===== config.mk =====
export PLATFORM = sky130hd
export DESIGN_NAME = uart_param
export DESIGN_NICKNAME = d
export VERILOG_FILES = /design/src/rtl/uart_param.sv
export SDC_FILE = /design/constraint.sdc
export NUM_CORES = 1
export LEC_CHECK = 0
export ABC_AREA = 1
export BUFFER_PORTS_ARGS = -buffer_cell sky130_fd_sc_hd__buf_2
export CAP_MARGIN = 20
export CORE_MARGIN = 3
export CORE_UTILIZATION = 60
export DETAILED_ROUTE_END_ITERATION = 7
export GPL_TIMING_DRIVEN = 0
export PLACE_DENSITY = 0.88
export SLEW_MARGIN = 0
export SYNTH_ARGS = -nofsm -noshare
export SYNTH_HDL_FRONTEND = slang
export SYNTH_SLANG_ARGS = --single-unit

===== constraint.sdc =====
create_clock -name clk -period 2.46 [get_ports clk]
set_clock_uncertainty 0.2 [all_clocks]
set_input_delay 0.369 -clock clk [delete_from_list [all_inputs] [get_ports clk]]
set_output_delay 0.369 -clock clk [all_outputs]
set_load 0.02 [all_outputs]

===== src/rtl/uart_param.sv =====
// Parametrised full-duplex UART: configurable width, baud divider, parity and stop bits,
// with parity/framing error flags. Define UART_RX_FIFO_EN to buffer received words in a FIFO.
`timescale 1ns/1ps
module uart_param #(
    parameter int CLKS_PER_BIT  = 434,
    parameter int DATA_BITS     = 8,
    parameter int PARITY        = 0,
    parameter int STOP_BITS     = 1,
    parameter int RX_FIFO_DEPTH = 4
) (
    input  logic                 clk,
    input  logic                 nRst,
    input  logic                 transmit,
    input  logic [DATA_BITS-1:0] data_tx,
    output logic                 busy_tx,
    output logic                 tx,
    input  logic                 rx,
    output logic                 busy_rx,
    output logic                 recieved,
    output logic [DATA_BITS-1:0] data_rx,
    input  logic                 rx_pop,
    output logic                 parity_err,
    output logic                 frame_err
);
    localparam logic [15:0] BIT_LAST   = 16'(CLKS_PER_BIT - 1);
    localparam logic [15:0] BIT_HALF   = 16'(CLKS_PER_BIT / 2);
    localparam logic [3:0]  DATA_LAST  = 4'(DATA_BITS - 1);
    localparam logic        STOP_LAST  = (STOP_BITS == 2);
    localparam logic        HAS_PARITY = (PARITY != 0);

    typedef enum logic [2:0] {S_IDLE, S_START, S_DATA, S_PARITY, S_STOP} state_t;

    state_t                 tx_state_q, tx_state_d;
    logic [15:0]            tx_timer_q, tx_timer_d;
    logic [3:0]             tx_bit_q, tx_bit_d;
    logic                   tx_stop_q, tx_stop_d;
    logic [DATA_BITS-1:0]   tx_shift_q, tx_shift_d;
    logic                   tx_par_q, tx_par_d;
    logic                   tx_q, tx_d;
    logic                   tx_tick, tx_load;

    assign tx_tick = (tx_timer_q == BIT_LAST);
    // A new word is taken in IDLE, or straight out of the last stop bit so held requests chain without a gap.
    assign tx_load = transmit && ((tx_state_q == S_IDLE) ||
                     (tx_state_q == S_STOP && tx_tick && tx_stop_q == STOP_LAST));

    always_comb begin
        tx_state_d = tx_state_q;
        tx_timer_d = tx_tick ? 16'd0 : tx_timer_q + 16'd1;
        tx_bit_d   = tx_bit_q;
        tx_stop_d  = tx_stop_q;
        tx_shift_d = tx_shift_q;
        tx_par_d   = tx_par_q;
        tx_d       = tx_q;
        case (tx_state_q)
            S_IDLE: begin
                tx_timer_d = 16'd0;
                tx_d       = 1'b1;
            end
            S_START: begin
                if (tx_tick) begin
                    tx_state_d = S_DATA;
                    tx_bit_d   = 4'd0;
                    tx_d       = tx_shift_q[0];
                end
            end
            S_DATA: begin
                if (tx_tick) begin
                    if (tx_bit_q == DATA_LAST) begin
                        tx_stop_d = 1'b0;
                        if (HAS_PARITY) begin
                            tx_state_d = S_PARITY;
                            tx_d       = tx_par_q;
                        end else begin
                            tx_state_d = S_STOP;
                            tx_d       = 1'b1;
                        end
                    end else begin
                        tx_bit_d   = tx_bit_q + 4'd1;
                        tx_shift_d = tx_shift_q >> 1;
                        tx_d       = tx_shift_q[1];
                    end
                end
            end
            S_PARITY: begin
                if (tx_tick) begin
                    tx_state_d = S_STOP;
                    tx_stop_d  = 1'b0;
                    tx_d       = 1'b1;
                end
            end
            S_STOP: begin
                if (tx_tick) begin
                    if (tx_stop_q == STOP_LAST) tx_state_d = S_IDLE;
                    else tx_stop_d = 1'b1;
                end
            end
            default: tx_state_d = S_IDLE;
        endcase
        if (tx_load) begin
            tx_state_d = S_START;
            tx_timer_d = 16'd0;
            tx_shift_d = data_tx;
            tx_par_d   = (PARITY == 1) ? ~^data_tx : ^data_tx;
            tx_d       = 1'b0;
        end
    end

    assign busy_tx = (tx_state_q != S_IDLE);
    assign tx      = tx_q;

    logic                   rx_meta_q, rx_sync_q, rx_prev_q;
    state_t                 rx_state_q, rx_state_d;
    logic [15:0]            rx_timer_q, rx_timer_d;
    logic [3:0]             rx_bit_q, rx_bit_d;
    logic [DATA_BITS-1:0]   rx_shift_q, rx_shift_d;
    logic                   rx_par_q, rx_par_d;
    logic                   rx_done_q, rx_done_d;
    logic [DATA_BITS-1:0]   rx_word_q, rx_word_d;
    logic                   rx_pe_q, rx_pe_d;
    logic                   rx_fe_q, rx_fe_d;
    logic                   rx_tick, rx_mid, rx_fall;

    assign rx_tick = (rx_timer_q == BIT_LAST);
    assign rx_mid  = (rx_timer_q == BIT_HALF);
    assign rx_fall = rx_prev_q && !rx_sync_q;

    always_comb begin
        rx_state_d = rx_state_q;
        rx_timer_d = rx_tick ? 16'd0 : rx_timer_q + 16'd1;
        rx_bit_d   = rx_bit_q;
        rx_shift_d = rx_shift_q;
        rx_par_d   = rx_par_q;
        rx_done_d  = 1'b0;
        rx_word_d  = rx_word_q;
        rx_pe_d    = rx_pe_q;
        rx_fe_d    = rx_fe_q;
        case (rx_state_q)
            S_IDLE: begin
                rx_timer_d = 16'd0;
                if (rx_fall) rx_state_d = S_START;
            end
            S_START: begin
                // Re-zeroing at mid start bit puts every later sample at mid-bit.
                if (rx_mid) begin
                    rx_timer_d = 16'd0;
                    rx_bit_d   = 4'd0;
                    rx_state_d = rx_sync_q ? S_IDLE : S_DATA;
                end
            end
            S_DATA: begin
                if (rx_tick) begin
                    rx_shift_d = {rx_sync_q, rx_shift_q[DATA_BITS-1:1]};
                    if (rx_bit_q == DATA_LAST) rx_state_d = HAS_PARITY ? S_PARITY : S_STOP;
                    else rx_bit_d = rx_bit_q + 4'd1;
                end
            end
            S_PARITY: begin
                if (rx_tick) begin
                    rx_par_d   = rx_sync_q;
                    rx_state_d = S_STOP;
                end
            end
            S_STOP: begin
                if (rx_tick) begin
                    rx_state_d = S_IDLE;
                    rx_done_d  = 1'b1;
                    rx_word_d  = rx_shift_q;
                    rx_fe_d    = !rx_sync_q;
                    rx_pe_d    = HAS_PARITY &&
                                 (rx_par_q != ((PARITY == 1) ? ~^rx_shift_q : ^rx_shift_q));
                end
            end
            default: rx_state_d = S_IDLE;
        endcase
    end

    assign busy_rx = (rx_state_q != S_IDLE);

`ifdef UART_RX_FIFO_EN
    localparam int AW = (RX_FIFO_DEPTH > 1) ? $clog2(RX_FIFO_DEPTH) : 1;
    localparam int CW = AW + 1;
    localparam logic [AW-1:0] PTR_ONE   = AW'(1);
    localparam logic [CW-1:0] CNT_ONE   = CW'(1);
    localparam logic [CW-1:0] FIFO_FULL = CW'(RX_FIFO_DEPTH);

    logic [DATA_BITS-1:0]     mem_data_q [RX_FIFO_DEPTH];
    logic [DATA_BITS-1:0]     mem_data_d [RX_FIFO_DEPTH];
    logic [RX_FIFO_DEPTH-1:0] mem_pe_q, mem_pe_d, mem_fe_q, mem_fe_d;
    logic [AW-1:0]            wr_q, wr_d, rd_q, rd_d;
    logic [CW-1:0]            cnt_q, cnt_d;
    logic                     fifo_empty, fifo_full, fifo_push, fifo_pop, fifo_ovf;

    assign fifo_empty = (cnt_q == '0);
    assign fifo_full  = (cnt_q == FIFO_FULL);
    assign fifo_pop   = rx_pop && !fifo_empty;
    assign fifo_push  = rx_done_q && (!fifo_full || fifo_pop);
    // Overflow drops the new word and marks the head so the loss is visible to the reader.
    assign fifo_ovf   = rx_done_q && fifo_full && !fifo_pop;

    always_comb begin
        mem_data_d = mem_data_q;
        mem_pe_d   = mem_pe_q;
        mem_fe_d   = mem_fe_q;
        wr_d       = wr_q;
        rd_d       = rd_q;
        cnt_d      = cnt_q;
        if (fifo_push) begin
            mem_data_d[wr_q] = rx_word_q;
            mem_pe_d[wr_q]   = rx_pe_q;
            mem_fe_d[wr_q]   = rx_fe_q;
            wr_d             = wr_q + PTR_ONE;
        end
        if (fifo_pop) rd_d = rd_q + PTR_ONE;
        if (fifo_ovf) mem_fe_d[rd_q] = 1'b1;
        case ({fifo_push, fifo_pop})
            2'b10:   cnt_d = cnt_q + CNT_ONE;
            2'b01:   cnt_d = cnt_q - CNT_ONE;
            default: cnt_d = cnt_q;
        endcase
    end

    always_ff @(posedge clk) begin
        if (!nRst) begin
            mem_data_q <= '{default: '0};
            mem_pe_q   <= '0;
            mem_fe_q   <= '0;
            wr_q       <= '0;
            rd_q       <= '0;
            cnt_q      <= '0;
        end else begin
            mem_data_q <= mem_data_d;
            mem_pe_q   <= mem_pe_d;
            mem_fe_q   <= mem_fe_d;
            wr_q       <= wr_d;
            rd_q       <= rd_d;
            cnt_q      <= cnt_d;
        end
    end

    assign recieved   = !fifo_empty;
    assign data_rx    = mem_data_q[rd_q];
    assign parity_err = mem_pe_q[rd_q];
    assign frame_err  = mem_fe_q[rd_q];
`else
    logic unused_rx_pop;
    assign unused_rx_pop = rx_pop & (RX_FIFO_DEPTH > 0);

    assign recieved   = rx_done_q;
    assign data_rx    = rx_word_q;
    assign parity_err = rx_pe_q;
    assign frame_err  = rx_fe_q;
`endif

    always_ff @(posedge clk) begin
        if (!nRst) begin
            tx_state_q <= S_IDLE;
            tx_timer_q <= '0;
            tx_bit_q   <= '0;
            tx_stop_q  <= 1'b0;
            tx_shift_q <= '0;
            tx_par_q   <= 1'b0;
            tx_q       <= 1'b1;
            rx_meta_q  <= 1'b1;
            rx_sync_q  <= 1'b1;
            rx_prev_q  <= 1'b1;
            rx_state_q <= S_IDLE;
            rx_timer_q <= '0;
            rx_bit_q   <= '0;
            rx_shift_q <= '0;
            rx_par_q   <= 1'b0;
            rx_done_q  <= 1'b0;
            rx_word_q  <= '0;
            rx_pe_q    <= 1'b0;
            rx_fe_q    <= 1'b0;
        end else begin
            tx_state_q <= tx_state_d;
            tx_timer_q <= tx_timer_d;
            tx_bit_q   <= tx_bit_d;
            tx_stop_q  <= tx_stop_d;
            tx_shift_q <= tx_shift_d;
            tx_par_q   <= tx_par_d;
            tx_q       <= tx_d;
            rx_meta_q  <= rx;
            rx_sync_q  <= rx_meta_q;
            rx_prev_q  <= rx_sync_q;
            rx_state_q <= rx_state_d;
            rx_timer_q <= rx_timer_d;
            rx_bit_q   <= rx_bit_d;
            rx_shift_q <= rx_shift_d;
            rx_par_q   <= rx_par_d;
            rx_done_q  <= rx_done_d;
            rx_word_q  <= rx_word_d;
            rx_pe_q    <= rx_pe_d;
            rx_fe_q    <= rx_fe_d;
        end
    end
endmodule


==> summary.md, run 1 <==
| Metric | Value |
|---|---|
| Commonest non-fill, non-tap cell in the layout | nand2_1 |
| Areal power density over the cells | slightly below 800 nW/um^2 |
| Io pins | 27 |
| Pleak | ~1.8 nW |
| Slew margin rel. | 64.0% |
| Hold Crit Class | in2reg |
| Area growth, synth to finish | 13.1% |
| Chip width | 84.8 um |
| R2R Path End | tx_shift_q[6] |
| Dominant cell type by area after synthesis | dfxtp_1 |
| CTS tree | yes |
| WL final | just under 8000 um |
| DRC viols | 0 |
| Maxcap violations | 0 |
| Clk buf depth | 2 |
| Slowest CP cell | dfxtp_1 |
| Synth Warn # | 0 |
| Endpoints failing hold | 0 |
| Max incr delay on CP | 0.50 ns |
| Net count, final | 577 |
| CP Class | reg2reg |
| Initial Utilization | a little over three fifths |
| Routed len/inst | ~12 um |
| First-pass GRT wire length | roughly 14,000 um |
| Port bufs | 23 |
| Share of cells above drive strength 1 | 15.6% |
| Switching Fraction | a little under a third |
| Global placement routability congestion | ~0.9 |
| FF+latch count, synth | between 70 and 80 |
| Post-Route Utilization | ~71% |
| Root Driver | clkbuf_8 |
| Reg area | between 1500 and 2000 um^2 |
| Yosys cell types | 37 |
| Sequential area share after synthesis | 40.8% |
| Avg Inst Size Synth | 7.12 um^2 |
| Syn nets | roughly 540 |
| Post-DP Area | 3940 um^2 |
| Crit-path max FO | 10 |
| Setup crit end kind | flop |
| Top cell type's share of synthesized area | between 40% and 50% |
| Initial antenna violation count | 0 |
| Mapped Cells | 523 |
| Hpwl dp | 5420 um |
| Fin area | between 4000 and 5000 um^2 |
| Vias in the first global route | between 3k and 4k |
| R2r startpoint | tx_timer_q[0] |
| Reg clk slew, reported paths | 0.08 ns |
| Worst hold path cell count | 3 |
| Gate power share | 21.1% |
| Worst path required time | approximately 2.5 ns |
| Multi-input logic area | between 1500 and 2000 um^2 |
| Worst R2R Path Depth | 13 |
| Post-layout minimum cycle time | a little over 2 ns |
| Largest net degree at the start of global routing | 15 |
| Worst-Margin Slew | 0.541 ns |
| Internal power | roughly 2.3 mW |
| Most frequent cells in the layout | nand2_1 (96), dfxtp_1 (76), nor2_1 (75) |
| Clock Latency Late Sink | roughly 0.35 ns |
| First-pass detailed-route iteration total | 5 |
| Clock share of power | roughly two fifths |
| Diode count | 0 |
| Critical Path Most Common Cell | nand2_1 |
| Period utilization | between 80 and 90% |
| Net Switching | a little over 1 mW |
| Gr usage total | between 20% and 30% |
| Worst hold start | data_tx[4] |
| Post-CTS setup buffers | 0 |
| Seq pwr share | about 41% |
| Worst EP arrival | roughly 2.1 ns |
| Pwr Total | roughly 3.3 mW |
| Number of CTS-inserted buffers | 9 |
| Num Clock Sinks | 76 |
| Final cell count without fillers | roughly 640 |
| Core area | between 5000 and 6000 um^2 |
| Via count | roughly 3.4k |
| Die H | between 80 and 90 um |
| Initial DRC count | around 160 |
| Hold EP | tx_shift_q[4] |
| Drt via density | 5.37 |
| Crit-path cells | ha_1, inv_1, nor2_1, nand2_1, nor2_4, nand2_4, nand2_4, nand2_2, buf_6, nand3_1, nand2_1, nand2_1, nand2_1 |
| Filler Cells Inserted | around 470 |
| Synth area leaders | dfxtp_1 (41%), nand2_1 (9.7%), nor2_1 (7.6%) |
| Dpl cells | approximately 620 |
| R2R setup slack | 0.40 ns |
| Synthesized area | approximately 3700 um^2 |
| Final setup viols | 0 |
| RSZ-0062 raised after global routing | no |
| Slew Limit Fails | 0 |
| Setup TNS | 0 ns |
| Worst VDD drop | between 0.0006 and 0.0007 V |
| Status | finished clean |
| Die area | 7190 um^2 |
| Startpoint types | flop |
| Final antenna-violating net count | 0 |
| Global route overflow | 0 |
| H-tree depth | 3 |
| Max Freq | ~0.49 GHz |
| Row count | 28 |
## critical path, delay by kind of cell (launching register included)
family	cells	cell delay [ns]
buf+inv	2	0.20
flops	1	0.50
simple gates	10	0.85
fa+ha+maj	1	0.20
## cells by family (layout without fill, tap and decap cells)
group	Yosys count	in the layout	share of synthesized area, %
other	1	1	0.101
XOR/XNOR	9	9	2.12
AND/OR/NAND/NOR	278	278	35.8
adder cells (fa/ha/maj)	6	6	2.01
flip-flops	76	76	40.8
buffers and inverters	80	120	8.60
AO/OA/AOI/OAI	73	73	10.6
## timing repair
action / 4_1_cts / 5_1_grt
endpoints found under the hold margin: 1 / 0
hold buffers: 1 / 0
gates resized for setup: 0 / 0
## power by group through the flow
stage          Combinational [mW]  Clock, mW  Sequential (mW)
5_1_grt                     0.791       1.33             1.36
2_1_floorplan               0.545          0             1.36
3_3_place_gp                0.660          0             1.37
4_1_cts                     0.696       1.29             1.35
3_5_place_dp                0.680          0             1.38
6_report                    0.700       1.26             1.35
## registers in the layout, indices dropped and copies added, names as in the netlist, 3 cells and up
signal / cells
data_rx: 8
rx_state_q: 3
rx_bit_q: 4
tx_timer_q: 16
rx_shift_q: 8
rx_timer_q: 16
tx_shift_q: 8
tx_state_q: 3
tx_bit_q: 4
## Yosys cell counts (all sizes together)
| library cell | count |
|---|---|
| conb | 1 |
| inv | 70 |
| a211oi | 2 |
| nand3b | 1 |
| clkbuf | 3 |
| a31oi | 1 |
| nor2 | 91 |
| xnor2 | 2 |
| buf | 7 |
| ha | 6 |
| or2 | 4 |
| nand3 | 48 |
| xor2 | 7 |
| dfxtp | 76 |
| o21a | 1 |
| o21bai | 5 |
| nor4 | 3 |
| nor3 | 12 |
| nand4 | 12 |
| nand2 | 105 |
| nor3b | 2 |
| o21ai | 29 |
| a21oi | 35 |
## per-stage QoR
stage | setup slack (ns) | hold WS [ns]
finish | 0.403 | 0.0748
CTS | 0.410 | 0.0671
detailed placement | 0.466 | 0.207
global route | 0.138 | 0.106
global placement | 0.503 | 0.194
floorplan | 0.671 | 0.193
## worst max path at each step
stage | slack (ns) | start | to | cells after the start
3_5_place_dp | 0.47 | tx_timer_q[0] | tx_shift_q[6] | 13
2_1_floorplan | 0.67 | tx_timer_q[0] | tx_shift_q[6] | 13
6_report | 0.40 | tx_timer_q[0] | tx_shift_q[6] | 13
3_3_place_gp | 0.50 | tx_timer_q[0] | tx_shift_q[6] | 13
5_1_grt | 0.14 | tx_timer_q[0] | tx_timer_q[14] | 8
4_1_cts | 0.41 | tx_timer_q[0] | tx_shift_q[6] | 13
## layer usage
metal | global-route usage, % | vias to the layer above | part of all wire [%]
met5 | 0 | - | 0
met4 | 9.06 | 0 | 2.1
met3 | 6.08 | 21 | 5.6
met2 | 37.1 | 100 | 48
met1 | 29.0 | 1563 | 44
li1 | - | 1744 | -
## cell type report
class	instances	share of cell area, %
Clock buffer	9	2.94
Timing Repair Buffer	24	2.97
Clock inverter	7	3.47
Multi-Input combinational cell	367	44.7
Inverter	70	6.29
Buffer	10	1.31
Tap cell	75	2.23
Sequential cell	76	36.1
Note: power is estimated with default switching activity, not from simulation.
==> inputs of run 2 (changes only) <==
- ABC_AREA: 1 -> 0
- CORE_UTILIZATION: 60 -> 59
- clock period: 2.46 -> 2.1 ns (I/O delays scaled with it)
==> summary.md, run 2 <==
| Metric | Value |
|---|---|
| R2R setup slack | 0.01 ns (was 0.40 ns) |
| Slew margin rel. | 60.9% (was 64.0%) |
| Yosys cell types | 51 (was 37) |
| Port bufs | 23 (unchanged) |
| Initial antenna violation count | 0 (unchanged) |
| Areal power density over the cells | 667 nW/um^2 (was 786 nW/um^2) |
| Synth Warn # | 0 (unchanged) |
| Status | complete, but fails checks (was finished clean) |
| Initial Utilization | 61.7% (was 62.6%) |
| Worst hold slack | 0.0241 ns (was 0.0748 ns) |
| Pleak | 1.47 nW (was 1.80 nW) |
| Biggest regs | rx_timer_q (16), tx_timer_q (16) (unchanged) |
| Slew Limit Fails | 0 (unchanged) |
| Diode count | 0 (unchanged) |
| Worst-Margin Slew | 0.587 ns (was 0.541 ns) |
| Post-synth EDFFs | 0 (unchanged) |
| Root Driver | clkbuf_8 (unchanged) |
| Dpl cells | 498 (was 621) |
| Ys async rst share | 0% (unchanged) |
| Setup crit end kind | primary output (was flop) |
| Net count, final | 461 (was 577) |
| Largest net degree at the start of global routing | 13 (was 15) |
| Io pins | 27 (unchanged) |
| CP Class | reg2out (was reg2reg) |
| Setup ws final | -0.00778 ns (was 0.403 ns) |
| Sequential area share after synthesis | 44.5% (was 40.8%) |
| Worst VDD drop | 0.000589 V (was 0.000614 V) |
| FF+latch count, synth | 76 (unchanged) |
| Number of CTS-inserted buffers | 9 (unchanged) |
| Row count | 27 (was 28) |
| Worst EP arrival | 1.59 ns (was 2.11 ns) |
| Share of cells above drive strength 1 | 20.0% (was 15.6%) |
| Synth Flop Type | dfxtp_1 (unchanged) |
| Top-count cell post-synth | dfxtp_1 (was nand2_1) |
| H-tree depth | 3 (unchanged) |
| Global placement routability congestion | 0.829 (was 0.928) |
| Final cell count without fillers | 518 (was 638) |
| Final setup viols | 1 (was 0) |
| Hold Crit Class | in2reg (unchanged) |
| Chip width | 82.1 um (was 84.8 um) |
| Top cell type's share of synthesized area | 44.5% (was 40.8%) |
| RSZ-0062 raised after global routing | yes (was no) |
| Hpwl dp | 5050 um (was 5420 um) |
| Via count | 3,034 (was 3,428) |
| Vias in the first global route | 2,746 (was 3,138) |
| Final antenna-violating net count | 0 (unchanged) |
| Drt via density | 5.86 (was 5.37) |
| Global route overflow | 0 (unchanged) |
| Post-layout minimum cycle time | roughly 2.1 ns |
| CTS tree | yes (unchanged) |
| Routed len/inst | 15.9 um (was 12.4 um) |
| Synthesized area | 3420 um^2 (was 3730 um^2) |
| Endpoints failing hold | 0 (unchanged) |
| Post-Route Utilization | 72.5% (was 70.8%) |
| Max Freq | roughly 0.47 GHz |
| Pwr Total | 2.68 mW (was 3.31 mW) |
| Syn nets | 422 (was 542) |
| Top cells by count, synth | dfxtp_1 (76), nand2_1 (59), nor2_1 (41) (was nand2_1 (96), dfxtp_1 (76), nor2_1 (75)) |
| Violated checks | negative setup slack |
| Maxcap violations | 0 (unchanged) |
| Mapped Cells | 403 (was 523) |
| Crit-path max FO | 9 (was 10) |
| Avg Inst Size Synth | 8.48 um^2 (was 7.12 um^2) |
| Dominant cell type by area after synthesis | dfxtp_1 (unchanged) |
| Synth area leaders | dfxtp_1 (45%), nand2_1 (6.5%), a21boi_0 (4.6%) (was dfxtp_1 (41%), nand2_1 (9.7%), nor2_1 (7.6%)) |
| Area growth, synth to finish | 17.6% (was 13.1%) |
| Initial DRC count | 132 (was 163) |
| Clock Latency Late Sink | 0.35 ns (about the same) |
| Max incr delay on CP | 0.49 ns (was 0.50 ns) |
| Startpoint types | flop (unchanged) |
| Crit-path cells | clkbuf_1, or3_1, buf_2 (was ha_1, inv_1, nor2_1, nand2_1, nor2_4, nand2_4, nand2_4, nand2_2, buf_6, nand3_1, nand2_1, nand2_1, nand2_1) |
| Worst path required time | 1.58 ns (was 2.51 ns) |
| Gr usage total | 23.9% (was 22.9%) |
| Reg clk slew, reported paths | 0.07 ns (was 0.08 ns) |
| WL final | 8230 um (was 7900 um) |
| DRC viols | 0 (unchanged) |
| Die area | 6740 um^2 (was 7190 um^2) |
| Commonest non-fill, non-tap cell in the layout | dfxtp_1 (was nand2_1) |
| First-pass detailed-route iteration total | 4 (was 5) |
| Slowest CP cell | or3_1 (was dfxtp_1) |
| Clk buf depth | 2 (unchanged) |
| Most frequent cells in the layout | dfxtp_1 (72), nand2_1 (59), nor2_1 (40) (was nand2_1 (96), dfxtp_1 (76), nor2_1 (75)) |
| Die H | 82.1 um (was 84.8 um) |
| Num Clock Sinks | 76 (unchanged) |
| Core area | 5540 um^2 (was 5960 um^2) |
| First-pass GRT wire length | 12,400 um (was 13,500 um) |
| Period utilization | 100% |
## run 2: changes by cell type in the layout (fill, tap and decap cells not counted), moves of 6 or more
cell and delta:
inv_1 -55, nand2_1 -37, nor2_1 -35, a21oi_1 -26, a21boi_0 +20, nand3_1 -19
o21ai_0 -13, nor2_2 -11, xnor2_1 +10, nor3_1 -9, xor2_1 +8, and3_1 +6
buf_4 +6
## run 2: layout make-up
cell class                 count  area (um^2)
fill                         397         1520
sequential                    76         1530
multi-input combinational    296         1910
inverter                       9         33.8
timing repair buffer          31          181
buffer                        19          103
tap                           72         90.1
clock inverter                 4         25.0
clock buffer                  11          151
## run 2: stage by stage
step | setup TNS [ns] | setup WS, ns | instance area [um^2]
finish | -0.00778 | -0.00778 | 4020
CTS | 0 | 0.00194 | 3910
detailed placement | -5.16 | -0.257 | 3620
global route | -0.573 | -0.0648 | 4020
floorplan | 0 | 0.141 | 3420
global placement | -2.29 | -0.177 | 3620
## run 2: critical path: cells and delay by family, from the launching register on
family                 cells  cell delay, ns
buffers and inverters      2            0.45
flip-flops                 1            0.30
AND/OR/NAND/NOR            1            0.49
## run 2: path summary, 6_finish.rpt
| check | endpoint | start | cells past startpoint |
|---|---|---|---|
| worst max-delay path | busy_tx | tx_state_q[2] | 3 |
| worst min-delay path | tx_shift_q[7] | data_tx[7] | 3 |
| worst max register to register | rx_timer_q[14] | rx_timer_q[14] | 7 |
| worst min register to register | rx_sync_q | rx_meta_q | 1 |
## run 2: repair_timing
action                                 4_1_cts  5_1_grt
setup endpoints to repair                   49       42
resized for setup                           16       35
setup buffers                                5        2
pin swaps                                    5        8
hold buffers                                 1        0
endpoints found under the hold margin        1        0
## run 2: per-layer routing
metal  share of wire [%]  up-vias  global-route usage, %  wire length (um)
met5                   0        -                      0                 0
met4                 1.8        0                   9.80               146
met3                 4.8       18                   6.72               397
met2                  52       92                   39.8              4270
met1                  41     1444                   29.1              3410
li1                    -     1480                      -                 -
## run 2: cells by family (layout without fill, tap and decap cells)
family | count (synthesis) | after routing | share of synthesized area [%]
other | 1 | 1 | 0.110
adder cells (fa/ha/maj) | 6 | 6 | 2.20
flip-flops | 76 | 76 | 44.5
buffers and inverters | 31 | 74 | 3.77
XOR/XNOR | 27 | 27 | 6.92
AND/OR/NAND/NOR | 192 | 192 | 28.7
multiplexers | 2 | 2 | 0.622
AO/OA/AOI/OAI | 68 | 68 | 13.1
## run 2: report_power, final
| part | internal (mW) | switching (mW) | leakage, nW |
|---|---|---|---|
| combinational | 0.0728 | 0.107 | 0.763 |
| clock | 0.483 | 0.526 | 0.0872 |
| sequential | 1.47 | 0.0260 | 0.617 |
| total | 2.02 | 0.659 | 1.47 |
==> inputs of run 3 (changes only) <==
- BUFFER_PORTS_ARGS: -buffer_cell sky130_fd_sc_hd__buf_2 -> not set
- CORE_UTILIZATION: 59 -> 63
- DONT_BUFFER_PORTS: not set -> 1
==> summary.md, run 3 (same netlist as run 2, synthesis figures left out) <==
| Metric | Value |
|---|---|
| Global placement routability congestion | 0.815 (was 0.829) |
| Setup ws final | 0.0138 ns (was -0.00778 ns) |
| Areal power density over the cells | 732 nW/um^2 (was 667 nW/um^2) |
| Fin area | 4030 um^2 (was 4020 um^2) |
| CP bufs+invs | 1 (was 2) |
| Pleak | 1.42 nW (was 1.47 nW) |
| Initial DRC count | 163 (was 132) |
| Port bufs | 0 (was 23) |
| Period utilization | 99.3% (was 100%) |
| DRC viols | 0 (unchanged) |
| Final cell count without fillers | 503 (was 518) |
| Final antenna-violating net count | 0 (unchanged) |
| Startpoint types | flop (unchanged) |
| R2R setup slack | 0.01 ns (about the same) |
| Maxcap violations | 0 (unchanged) |
| Worst R2R Path Depth | 6 (was 7) |
| Via count | 3,062 (was 3,034) |
| Worst path required time | 2.18 ns (was 1.58 ns) |
| Status | finished clean (was complete, but fails checks) |
| Final setup viols | 0 (was 1) |
| Initial Utilization | 66.1% (was 61.7%) |
| Die area | 6340 um^2 (was 6740 um^2) |
| Biggest regs | rx_timer_q (16), tx_timer_q (16) (unchanged) |
| Filler Cells Inserted | 330 (was 397) |
| Internal power | 2.24 mW (was 2.02 mW) |
| Clk buf depth | 2 (unchanged) |
| Hold Crit Class | in2reg (unchanged) |
| Commonest non-fill, non-tap cell in the layout | dfxtp_1 (unchanged) |
| Slowest CP cell | or3_2 (was or3_1) |
| Hold EP | rx_prev_q (was tx_shift_q[7]) |
| Vias in the first global route | 2,705 (was 2,746) |
| R2R Path End | rx_bit_q[1] (was rx_timer_q[14]) |
| H-tree depth | 3 (unchanged) |
| Area growth, synth to finish | 17.9% (was 17.6%) |
| Share of cells above drive strength 1 | 15.9% (was 20.0%) |
| Crit path max-delay family | simple AND/OR/NAND/NOR gates (unchanged) |
| Dpl cells | 473 (was 498) |
| Row count | 26 (was 27) |
| Chip width | 79.6 um (was 82.1 um) |
| Reg clk slew, reported paths | 0.08 ns (was 0.07 ns) |
| Seq pwr share | 50.7% (was 55.7%) |
| Routed len/inst | 15.8 um (was 15.9 um) |
| Max incr delay on CP | 0.46 ns (was 0.49 ns) |
| CTS tree | yes (unchanged) |
| Post-DP Area | 3500 um^2 (was 3620 um^2) |
| Slew Limit Fails | 0 (unchanged) |
| Clock share of power | 43.8% (was 37.6%) |
| Core area | 5170 um^2 (was 5540 um^2) |
| Worst EP arrival | 2.17 ns (was 1.59 ns) |
| Switching Fraction | 23.9% (was 24.6%) |
| First-pass detailed-route iteration total | 6 (was 4) |
| Crit-path max FO | 4 (was 9) |
| Root Driver | clkbuf_8 (unchanged) |
| Worst VDD drop | 0.000624 V (was 0.000589 V) |
| Worst hold start | nRst (was data_tx[7]) |
| Worst hold path cell count | 2 (was 3) |
| Diode count | 0 (unchanged) |
| Die H | 79.6 um (was 82.1 um) |
| Crit-path cells | nor4b_4, and4b_2, nand4_4, buf_6, or3_2, o211ai_1 (was clkbuf_1, or3_1, buf_2) |
| WL final | 7950 um (was 8230 um) |
| Drt via density | 6.09 (was 5.86) |
| Num Clock Sinks | 76 (unchanged) |
| Net Switching | 704 uW (was 659 uW) |
| RSZ-0062 raised after global routing | yes (unchanged) |
| Io pins | 27 (unchanged) |
| Endpoints failing hold | 0 (unchanged) |
| CP Class | reg2reg (was reg2out) |
| Setup crit end kind | flop (was primary output) |
| Largest net degree at the start of global routing | 15 (was 13) |
| Post-layout minimum cycle time | 2.09 ns (was 2.11 ns) |
| Most frequent cells in the layout | dfxtp_1 (69), nand2_1 (59), nor2_1 (40) (was dfxtp_1 (72), nand2_1 (59), nor2_1 (40)) |
| Worst slack, placed | -0.225 ns (was -0.257 ns) |
| Worst hold slack | 0.0952 ns (was 0.0241 ns) |
| First-pass GRT wire length | 12,200 um (was 12,400 um) |
| Slew margin rel. | 63.2% (was 60.9%) |
| Gate power share | 5.5% (was 6.7%) |
| Max Freq | 0.479 GHz (was 0.474 GHz) |
| Setup TNS | 0 ns (was -0.00778 ns) |
| Clock Latency Late Sink | 0.35 ns (about the same) |
| Hpwl dp | 4760 um (was 5050 um) |
| Number of CTS-inserted buffers | 9 (unchanged) |
| Global route overflow | 0 (unchanged) |
| Gr usage total | 24.5% (was 23.9%) |
| Initial antenna violation count | 0 (unchanged) |
| Net count, final | 447 (was 461) |
| R2r startpoint | rx_timer_q[10] (was rx_timer_q[14]) |
| Worst-Margin Slew | 0.552 ns (was 0.587 ns) |
## run 3: layout make-up
| class | count | area (um^2) | area share (%) |
|---|---|---|---|
| Multi-Input combinational cell | 296 | 1880 | 46.8 |
| Sequential cell | 76 | 1530 | 38.1 |
| Timing Repair Buffer | 16 | 153 | 3.79 |
| Clock buffer | 10 | 138 | 3.42 |
| Buffer | 20 | 105 | 2.61 |
| Clock inverter | 6 | 93.8 | 2.33 |
| Tap cell | 70 | 87.6 | 2.17 |
| Inverter | 9 | 33.8 | 0.839 |
## run 3: power by group through the flow
stage	Sequential [mW]	Combinational, mW	Clock [mW]
2_1_floorplan	1.52	0.104	0
3_3_place_gp	1.52	0.128	0
3_5_place_dp	1.52	0.133	0
4_1_cts	1.49	0.153	1.30
5_1_grt	1.50	0.179	1.37
6_report	1.49	0.162	1.29
## run 3: how the worst max path moves through the flow
| stage | endpoint | startpoint | cells after the start |
|---|---|---|---|
| 2_1_floorplan | rx_bit_q[0] | rx_timer_q[13] | 5 |
| 3_3_place_gp | rx_timer_q[12] | rx_timer_q[13] | 6 |
| 3_5_place_dp | rx_timer_q[12] | rx_timer_q[13] | 6 |
| 4_1_cts | rx_bit_q[0] | rx_timer_q[10] | 5 |
| 5_1_grt | data_rx[7] | rx_timer_q[5] | 6 |
| 6_report | rx_bit_q[1] | rx_timer_q[10] | 6 |
## run 3: through the flow
step	util [%]	total power, mW
floorplan	-	1.62
global placement	67.8	1.65
detailed placement	67.8	1.66
CTS	74.9	2.95
global route	77.9	3.04
finish	77.9	2.95
## run 3: per-layer routing
| layer | up-vias | wire [um] | global-route usage, % |
|---|---|---|---|
| li1 | 1458 | - | - |
| met1 | 1452 | 3460 | 32.3 |
| met2 | 127 | 3830 | 37.5 |
| met3 | 25 | 441 | 3.84 |
| met4 | 0 | 217 | 15.1 |
| met5 | - | 0 | 0 |
## run 3: timing repair
action	in CTS	in global routing
pin swaps	5	6
hold buffers	10	0
endpoints found under the hold margin	10	0
setup endpoints to repair	45	45
setup buffers	3	3
resized for setup	7	39
